## config.mk

```make
export PLATFORM = sky130hd
export DESIGN_NAME = tcpc_reg_initiator
export DESIGN_NICKNAME = d
export VERILOG_FILES = /design/src/rtl/tcpc_reg_pkg.sv /design/src/rtl/tcpc_ack_timer.sv /design/src/rtl/tcpc_reg_initiator.sv
export SDC_FILE = /design/constraint.sdc
export NUM_CORES = 1
export LEC_CHECK = 0
export ABC_AREA = 1
export CAP_MARGIN = 20
export CORE_MARGIN = 5
export CORE_UTILIZATION = 35
export CTS_CLUSTER_SIZE = 8
export DETAILED_ROUTE_END_ITERATION = 7
export PLACE_DENSITY = 0.73
export SLEW_MARGIN = 20
export SYNTH_ARGS = -nofsm -noshare
export SYNTH_HDL_FRONTEND = slang
export SYNTH_HIERARCHICAL = 1
export SYNTH_SLANG_ARGS = --single-unit
```

## constraint.sdc

```tcl
create_clock -name CLK -period 2.75 [get_ports CLK]
set_input_delay 0.55 -clock CLK [delete_from_list [all_inputs] [get_ports CLK]]
set_output_delay 0.55 -clock CLK [all_outputs]
set_load 0.01 [all_outputs]
```

## src/rtl/tcpc_reg_pkg.sv

```systemverilog
// Shared types and constants for the TCPC register-interface masters.
package tcpc_reg_pkg;

  typedef enum logic [2:0] {
    ST_IDLE,
    ST_CHECK,
    ST_ISSUE,
    ST_WAIT,
    ST_DONE
  } state_e;

  localparam int unsigned MAX_BYTES_DEFAULT   = 4;
  localparam int unsigned TIMEOUT_CYC_DEFAULT = 16;

  localparam logic [7:0] REG_VENDOR_ID    = 8'h00;
  localparam logic [7:0] REG_DEVICE_ID    = 8'h04;
  localparam logic [7:0] REG_ALERT        = 8'h10;
  localparam logic [7:0] REG_COMMAND      = 8'h23;
  localparam logic [7:0] REG_TRANSMIT     = 8'h50;
  localparam logic [7:0] REG_VBUS_VOLTAGE = 8'h70;

  // Register address of byte idx of a multi-byte access; wraps at 8 bits.
  function automatic logic [7:0] reg_addr_at(input logic [7:0] base, input logic [7:0] idx);
    return base + idx;
  endfunction

endpackage

```

## src/rtl/tcpc_ack_timer.sv

```systemverilog
// Loadable down-counter: expire is high for one cycle when a loaded count runs out.
module tcpc_ack_timer #(
  parameter int unsigned W = 5
) (
  input  logic         clk,
  input  logic         rst_n,
  input  logic         load,
  input  logic [W-1:0] load_val,
  input  logic         clr,
  output logic         expire
);

  logic [W-1:0] cnt_q, cnt_d;
  logic         armed_q, armed_d;

  always_comb begin
    cnt_d   = cnt_q;
    armed_d = armed_q;
    expire  = armed_q && (cnt_q == '0);
    if (clr) begin
      armed_d = 1'b0;
      cnt_d   = '0;
    end else if (load) begin
      armed_d = 1'b1;
      cnt_d   = load_val;
    end else if (expire) begin
      armed_d = 1'b0;
    end else if (armed_q) begin
      cnt_d = cnt_q - 1'b1;
    end
  end

  always_ff @(posedge clk or negedge rst_n) begin
    if (!rst_n) begin
      cnt_q   <= '0;
      armed_q <= 1'b0;
    end else begin
      cnt_q   <= cnt_d;
      armed_q <= armed_d;
    end
  end

endmodule

```

## src/rtl/tcpc_reg_initiator.sv

```systemverilog
// TCPC register-bus master: splits one host command into per-byte transfers with ACK timeout.
// Optional macro TCPC_REQ_RETRY_EN re-issues a timed-out byte once before failing.
module tcpc_reg_initiator
  import tcpc_reg_pkg::*;
#(
  parameter int unsigned MAX_BYTES   = MAX_BYTES_DEFAULT,
  parameter int unsigned TIMEOUT_CYC = TIMEOUT_CYC_DEFAULT
) (
  input  logic                           CLK,
  input  logic                           RESET_N,
  input  logic                           CMD_VALID,
  output logic                           CMD_READY,
  input  logic                           CMD_RNW,
  input  logic [7:0]                     CMD_ADDR,
  input  logic [$clog2(MAX_BYTES+1)-1:0] CMD_LEN,
  input  logic [8*MAX_BYTES-1:0]         CMD_WDATA,
  output logic                           RSP_VALID,
  output logic                           RSP_ERR,
  output logic [$clog2(MAX_BYTES+1)-1:0] RSP_COUNT,
  output logic [8*MAX_BYTES-1:0]         RSP_RDATA,
  output logic                           REQUEST,
  output logic                           RNW,
  output logic [7:0]                     ADDR,
  output logic [7:0]                     WR_DATA,
  input  logic [7:0]                     RD_DATA,
  input  logic                           ACK
);

  localparam int unsigned LW = $clog2(MAX_BYTES + 1);
  localparam int unsigned TW = $clog2(TIMEOUT_CYC + 1);

  state_e                 state_q, state_d;
  logic                   cmd_ready_q, cmd_ready_d;
  logic                   cmd_rnw_q, cmd_rnw_d;
  logic [7:0]             cmd_addr_q, cmd_addr_d;
  logic [LW-1:0]          cmd_len_q, cmd_len_d;
  logic [8*MAX_BYTES-1:0] cmd_wdata_q, cmd_wdata_d;
  logic [LW-1:0]          idx_q, idx_d;
  logic                   rsp_valid_q, rsp_valid_d;
  logic                   rsp_err_q, rsp_err_d;
  logic [8*MAX_BYTES-1:0] rsp_rdata_q, rsp_rdata_d;
  logic                   request_q, request_d;
  logic                   rnw_q, rnw_d;
  logic [7:0]             addr_q, addr_d;
  logic [7:0]             wr_data_q, wr_data_d;
`ifdef TCPC_REQ_RETRY_EN
  logic                   retry_q, retry_d;
`endif

  logic          do_issue;
  logic [LW-1:0] issue_idx;
  logic          tmr_load, tmr_clr, tmr_expire;

  tcpc_ack_timer #(.W(TW)) u_ack_timer (
    .clk      (CLK),
    .rst_n    (RESET_N),
    .load     (tmr_load),
    .load_val (TW'(TIMEOUT_CYC - 1)),
    .clr      (tmr_clr),
    .expire   (tmr_expire)
  );

  always_comb begin
    state_d     = state_q;
    cmd_ready_d = cmd_ready_q;
    cmd_rnw_d   = cmd_rnw_q;
    cmd_addr_d  = cmd_addr_q;
    cmd_len_d   = cmd_len_q;
    cmd_wdata_d = cmd_wdata_q;
    idx_d       = idx_q;
    rsp_valid_d = 1'b0;
    rsp_err_d   = rsp_err_q;
    rsp_rdata_d = rsp_rdata_q;
    request_d   = 1'b0;
    rnw_d       = rnw_q;
    addr_d      = addr_q;
    wr_data_d   = wr_data_q;
`ifdef TCPC_REQ_RETRY_EN
    retry_d     = retry_q;
`endif
    do_issue    = 1'b0;
    issue_idx   = idx_q;
    tmr_load    = 1'b0;
    tmr_clr     = 1'b0;

    case (state_q)
      ST_IDLE: begin
        if (CMD_VALID) begin
          cmd_ready_d = 1'b0;
          cmd_rnw_d   = CMD_RNW;
          cmd_addr_d  = CMD_ADDR;
          cmd_len_d   = CMD_LEN;
          cmd_wdata_d = CMD_WDATA;
          idx_d       = '0;
          rsp_err_d   = 1'b0;
          rsp_rdata_d = '0;
`ifdef TCPC_REQ_RETRY_EN
          retry_d     = 1'b0;
`endif
          state_d     = ST_CHECK;
        end
      end
      ST_CHECK: begin
        if (cmd_len_q == '0 || cmd_len_q > LW'(MAX_BYTES)) begin
          rsp_err_d   = 1'b1;
          rsp_valid_d = 1'b1;
          state_d     = ST_DONE;
        end else begin
          do_issue = 1'b1;
        end
      end
      ST_ISSUE: begin
        tmr_load = 1'b1;
        state_d  = ST_WAIT;
      end
      ST_WAIT: begin
        if (ACK) begin
          tmr_clr = 1'b1;
          if (cmd_rnw_q) rsp_rdata_d[idx_q*8 +: 8] = RD_DATA;
          idx_d = idx_q + 1'b1;
`ifdef TCPC_REQ_RETRY_EN
          retry_d = 1'b0;
`endif
          if (idx_d == cmd_len_q) begin
            rsp_valid_d = 1'b1;
            state_d     = ST_DONE;
          end else begin
            do_issue  = 1'b1;
            issue_idx = idx_d;
          end
        end else if (tmr_expire) begin
`ifdef TCPC_REQ_RETRY_EN
          if (!retry_q) begin
            retry_d  = 1'b1;
            do_issue = 1'b1;
          end else begin
            rsp_err_d   = 1'b1;
            rsp_valid_d = 1'b1;
            state_d     = ST_DONE;
          end
`else
          rsp_err_d   = 1'b1;
          rsp_valid_d = 1'b1;
          state_d     = ST_DONE;
`endif
        end
      end
      ST_DONE: begin
        cmd_ready_d = 1'b1;
        state_d     = ST_IDLE;
      end
      default: begin
        cmd_ready_d = 1'b1;
        state_d     = ST_IDLE;
      end
    endcase

    // Bus fields are loaded on entry to ISSUE so they are registered while REQUEST is high.
    if (do_issue) begin
      state_d   = ST_ISSUE;
      request_d = 1'b1;
      rnw_d     = cmd_rnw_q;
      addr_d    = reg_addr_at(cmd_addr_q, 8'(issue_idx));
      wr_data_d = cmd_wdata_q[issue_idx*8 +: 8];
    end
  end

  always_ff @(posedge CLK or negedge RESET_N) begin
    if (!RESET_N) begin
      state_q     <= ST_IDLE;
      cmd_ready_q <= 1'b1;
      cmd_rnw_q   <= 1'b0;
      cmd_addr_q  <= '0;
      cmd_len_q   <= '0;
      cmd_wdata_q <= '0;
      idx_q       <= '0;
      rsp_valid_q <= 1'b0;
      rsp_err_q   <= 1'b0;
      rsp_rdata_q <= '0;
      request_q   <= 1'b0;
      rnw_q       <= 1'b0;
      addr_q      <= '0;
      wr_data_q   <= '0;
`ifdef TCPC_REQ_RETRY_EN
      retry_q     <= 1'b0;
`endif
    end else begin
      state_q     <= state_d;
      cmd_ready_q <= cmd_ready_d;
      cmd_rnw_q   <= cmd_rnw_d;
      cmd_addr_q  <= cmd_addr_d;
      cmd_len_q   <= cmd_len_d;
      cmd_wdata_q <= cmd_wdata_d;
      idx_q       <= idx_d;
      rsp_valid_q <= rsp_valid_d;
      rsp_err_q   <= rsp_err_d;
      rsp_rdata_q <= rsp_rdata_d;
      request_q   <= request_d;
      rnw_q       <= rnw_d;
      addr_q      <= addr_d;
      wr_data_q   <= wr_data_d;
`ifdef TCPC_REQ_RETRY_EN
      retry_q     <= retry_d;
`endif
    end
  end

  assign CMD_READY = cmd_ready_q;
  assign RSP_VALID = rsp_valid_q;
  assign RSP_ERR   = rsp_err_q;
  assign RSP_COUNT = idx_q;
  assign RSP_RDATA = rsp_rdata_q;
  assign REQUEST   = request_q;
  assign RNW       = rnw_q;
  assign ADDR      = addr_q;
  assign WR_DATA   = wr_data_q;

endmodule

```

* Yosys cells after proc, flatten, opt, wreduce, memory -nomap -nowiden *
Cells that the tools add are included.

operators by class
  add/sub/neg operators = 4
  $lt $le $gt $ge = 1
  equal/unequal tests = 15
  shifts and indexed selects = 3
  mux-type cells = 44
  bitwise logic cells = 1
  reductions and logical operators = 17

operators with widths
  cell                       number
  $mux W32                   3
  $pmux W32 S2               1
  $neg A6 Y34                1
  $shift A8 B34 Y32 const A  1
  $shiftx A8 B34 Y32         1
  $mux W3                    11
  $bwmux W32                 1
  $shiftx A32 B7 Y8          1
  $mux W5                    4
  $mux W1                    18
  $ne A2 B2 Y1 const B       6
  $pmux W3 S4                1
  $ne A3 B3 Y1 const B       3
  $reduce_bool A3 Y1         3
  $add A8 B3 Y8              1
  $ne A4 B4 Y1 const B       2
  $reduce_and A4 Y1          2
  $eq A3 B2 Y1 const B       2
  $logic_not A3 Y1           2
  $pmux W1 S2                3
  $pmux W3 S2                1
  $reduce_and A2 Y1          3
  $logic_not A5 Y1           1
  $reduce_and A5 Y1          1
  other kinds (12)           12

word-level totals
  flip-flop bits (word level) = 109
  bits of input ports = 56
  output and inout bits = 56
  word-level logic and storage cells = 101

* Longest topological paths before layout *
  word-level depth = 7
  depth in mapped cells = 19
  depth with buffers taken out = 18

* Hierarchy *
Netlist, hierarchy kept.

modules (own cells, without submodules)
  module              instances  cells an instance  area each (um^2)  seq. area each (um^2)
  tcpc_reg_initiator  1          538                4,634.4           2,578.7
  tcpc_ack_timer      1          53                 376.6             150.1

* Worst setup path before layout *
OpenSTA, ideal clock, no wires.

  path kind = register -> register
  start point = reg idx_q[0] (netlist: RSP_COUNT[0])
  end point = reg addr_q[6] (netlist: ADDR[6])
  arrival time = 2.806 ns
  data required time = 2.621 ns
  path slack = -0.184 ns
  stages on the path, launching flop included = 19
  buffers on the path = 1
  period minus slack after synthesis = 2.934 ns
  path through = dfrtp_1 -> inv_2 -> ha_1 -> inv_2 -> nand2_1 -> nand2_1 -> nor2_4 -> nand2_4 -> nand2_4 -> nand2_4 -> nand2_8 -> buf_8 -> ha_1 -> inv_1 -> fa_1 -> o22ai_1 -> nand3_1 -> xor2_1 -> o21ai_1

between the ends
  cells in the longest elaborated chain, start to end = 6
  elaborated cells on any way between the ends = 9
  classes of those cells = add/sub: 2; eq/ne: 1; mux: 6

ends and longest elaborated chain
  item                      RTL line                   text
  start: declaration        tcpc_reg_initiator.sv:38   logic [LW-1:0] idx_q, idx_d;
  start signal: assignment  tcpc_reg_initiator.sv:194  idx_q <= idx_d;
  $add A3 B1 Y3             tcpc_reg_initiator.sv:120  idx_d = idx_q + 1'b1;
  $eq A3 B3 Y1              tcpc_reg_initiator.sv:124  if (idx_d == cmd_len_q) begin
  $mux W3                   tcpc_reg_initiator.sv:124
  $mux W3                   tcpc_reg_initiator.sv:117  if (ACK) begin
  $mux W3                   tcpc_reg_initiator.sv:86   case (state_q)
  $add A8 B3 Y8             tcpc_reg_pkg.sv:24         return base + idx;
  end signal: assignment    tcpc_reg_initiator.sv:200  addr_q <= addr_d;
  end: declaration          tcpc_reg_initiator.sv:44   logic [7:0] addr_q, addr_d;

Parallel ways exist; a longest one is shown, timed or not.
A chain may end at the register's enable or synchronous reset.

* Worst setup path after layout *
  start point = reg idx_q[1] (netlist: RSP_COUNT[1])
  end point = reg addr_q[6] (netlist: ADDR[6])

Same word-level chain as after synthesis.

==> flow_summary.yaml <==
run_status:
  status: "complete, no violations"
detailed_routing:
  drc_errors: 0
  dr.pass1.iters: 4
  wire_per_inst_um: 14.2
  via_per_inst: 4.71
  vias: 4263
  antenna_left: 0
  drtIter0Drc: 230
  wl_um: 12900
layout:
  nFillCells: 1338
  drive_gt1_share_pct: 10.2
  area_growth_pct: 35.1
  antennaDiodeCount: 0
  layoutNonFillerInstCount: 905
  nNetsFinal: 785
sta:
  setup_violations: 0
  rsz0062_at_grt: "false"
  finalHoldViolCount: 0
  fmax_mhz: 386
  final.setup.tns_ns: 0
  period_share_pct: 94.2
  skew_ns: 0.00859
  maxSlewViolCount: 0
  worst_slack_ns: 0.159
  min_period_ns: 2.59
clocking:
  cts_tree: "yes"
  clk_latency_ns: 0.36
  clkTransAtPathRegs_ns: 0.07
  cts_htree_levels: 3
  cts_buffers: 9
  numClockSinks: 109
  cts_hold_buf: 0
  clockBufferDepth: 2
  cts_root_buf: "clkbuf_16"
setup_path:
  path_common_cell: "nand2_4"
  cp_max_fo: 5
  max_stage_delay_ns: 0.38
  slowest_stage: "dfrtp_1"
  arrival_ns: 2.87
  rr_endpoint: "ADDR[6]"
  crit_chain: "inv_1, ha_4, inv_2, nand2_1, nand2_1, nor2_4, nand2_4, nand2_4, nand2_4, nand2_8, ha_1, inv_1, fa_2, o22ai_2, nand3_1, xor2_1, o21ai_1"
  worst_path_dominant_cell_family: "adder cells"
  reg2regPathDepth: 17
  cp.required_ns: 3.03
  rrSetupSlack_ns: 0.16
  path_buf_inv: 3
  crit_cells: 17
  crit_type: "reg -> reg"
  start_kind: "flop"
  cp-end-kind: "flop"
  r2r_start: "RSP_COUNT[1]"
  crit_path_start: "RSP_COUNT[1]"
grt:
  antenna_found_initial: 0
  grt_max_degree: 67
  grt.total_usage_pct: 15.4
  grt_pass1_vias: 4040
  grt_overflow: 0
  grt_pass1_wl_um: 20500
yosys:
  syn-cell-area_um2: 5010
  synth-edff-count: 0
  syn_inst: 591
  synthTopCellsByCount: "nand2_1, dfrtp_1, nand3_1"
  synth_compound_area_share_pct: 7.22
  muxShareOfSynthArea_pct: 0
  ys_top_cells_by_area: "dfrtp_1, nand2_1, nand3_1"
  synth_ff_type: "dfrtp_1"
  yosysWarnings: 6
  synthSimpleGateAreaFrac_pct: 29.1
  ys_async_sr_fraction_pct: 100
  yosysSeqAreaShare_pct: 54.5
  yosysUniqueCellTypes: 37
  synth-xor-area-share_pct: 1.22
  ys_seq_elements: 109
  synth_top_family_by_area: "simple AND/OR/NAND/NOR gates"
  synth_top_area_cell: "dfrtp_1"
  synthAdderAreaFrac_pct: 2.40
  synth_most_common_cell: "nand2_1"
  syn_avg_cell_area_um2: 8.48
  synth.top_cell.area_share_pct: 53.9
power_and_ir_drop:
  p_per_area_nw_per_um2: 984
  power_leakage_nw: 3.18
  ir_drop_v: 0.000418
worst_hold_path:
  hold_path_class: "in -> async"
placement:
  hpwl_um: 9420
  gp_congestion: 0.820
  dp.cells: 885
  preCtsSetupSlack_ns: 0.0523
  port_buffers: 111
die:
  rows: 43
  die_x_um: 130
  die_h_um: 130
  core-area_um2: 13900
  die_area_um2: 16800
  initial_core_util_pct: 36.0
  num_io_pins: 112
flow_run:
  drv_cap: 0
## worst reg2reg max path: cells and delay by family, from the launching register on
| family | cells | cell delay [ns] |
|---|---|---|
| DFF | 1 | 0.38 |
| buffers and inverters | 3 | 0.20 |
| AOI/OAI and AO/OA | 2 | 0.27 |
| adders and majority gates | 3 | 0.82 |
| xor gates and xnor gates | 1 | 0.16 |
| and+or+nand+nor | 8 | 0.69 |
## sequential cells by signal (all words and copies together), names as in the netlist
register	cells
CMD_READY	1
cmd_rnw_q	1
RSP_COUNT	3
REQUEST	1
u_ack_timer/cnt_q	5
state_q	3
cmd_addr_q	8
RSP_ERR	1
RSP_RDATA	32
WR_DATA	8
cmd_len_q	3
RNW	1
RSP_VALID	1
cmd_wdata_q	32
ADDR	8
u_ack_timer/armed_q	1
## power breakdown
part | switching [mW] | leakage (nW) | internal, mW | total, mW
sequential | 0.338 | 1.41 | 2.14 | 2.47
clock | 0.591 | 0.144 | 0.739 | 1.33
combinational | 1.70 | 1.62 | 1.16 | 2.86
## how the worst max path moves through the flow
stage	end	slack (ns)
floorplan	ADDR[6]	0.01
finish	ADDR[6]	0.16
detailed placement	ADDR[6]	0.05
global placement	ADDR[6]	0.13
CTS	ADDR[6]	0.02
global route	ADDR[6]	0.02
## kinds of logic (layout without fill, tap and decap cells)
| group | count (synthesis) | in the layout |
|---|---|---|
| and+or+nand+nor | 335 | 335 |
| DFF | 109 | 109 |
| other | 2 | 5 |
| AOI/OAI and AO/OA | 65 | 65 |
| buffers and inverters | 64 | 195 |
| xor gates and xnor gates | 7 | 7 |
| adders and majority gates | 9 | 9 |
## per-stage QoR
step	util, %	power [mW]	hold slack, ns	cell area, um^2
2_1_floorplan	-	4.32	0.254	5040
3_3_place_gp	46.1	5.25	0.463	6430
3_5_place_dp	46.1	5.33	0.466	6430
4_1_cts	48.3	6.68	0.129	6730
5_1_grt	48.6	7.17	0.157	6770
6_report	48.6	6.67	0.124	6770
## area by class of cell
| cell class | count | area, um^2 | share of cell area, % |
|---|---|---|---|
| multi-input cells | 421 | 2050 | 30.3 |
| inverters | 49 | 189 | 2.79 |
| repair buffers | 130 | 1280 | 18.9 |
| well taps | 180 | 225 | 3.33 |
| clock inverters | 4 | 55.1 | 0.813 |
| clock buffers | 12 | 246 | 3.64 |
| flip-flops and latches | 109 | 2730 | 40.3 |
## per-layer routing
layer | vias up | routed length (um) | global-route usage, %
met4 | 0 | 148 | 4.52
met2 | 115 | 5940 | 24.7
met1 | 1987 | 5900 | 21.1
li1 | 2150 | - | -
met3 | 11 | 875 | 3.59
met5 | - | 0 | 0
## placed cells by master, fill, tap and decap left out, drive strengths merged, types with 7 or more instances in the layout
master         count
o22ai              9
buf               20
ha                 8
clkdlybuf4s50    110
nor2              19
o21ai             48
a21oi              7
inv               49
nand2            240
clkbuf            12
nand3             67
dfrtp            108
## repair_timing
item                                    4_1_cts  5_1_grt
endpoints found under the setup margin        0        3
resized for setup                             0        3
setup buffers                                 0        4
Note: power is estimated with default switching activity, not from simulation.
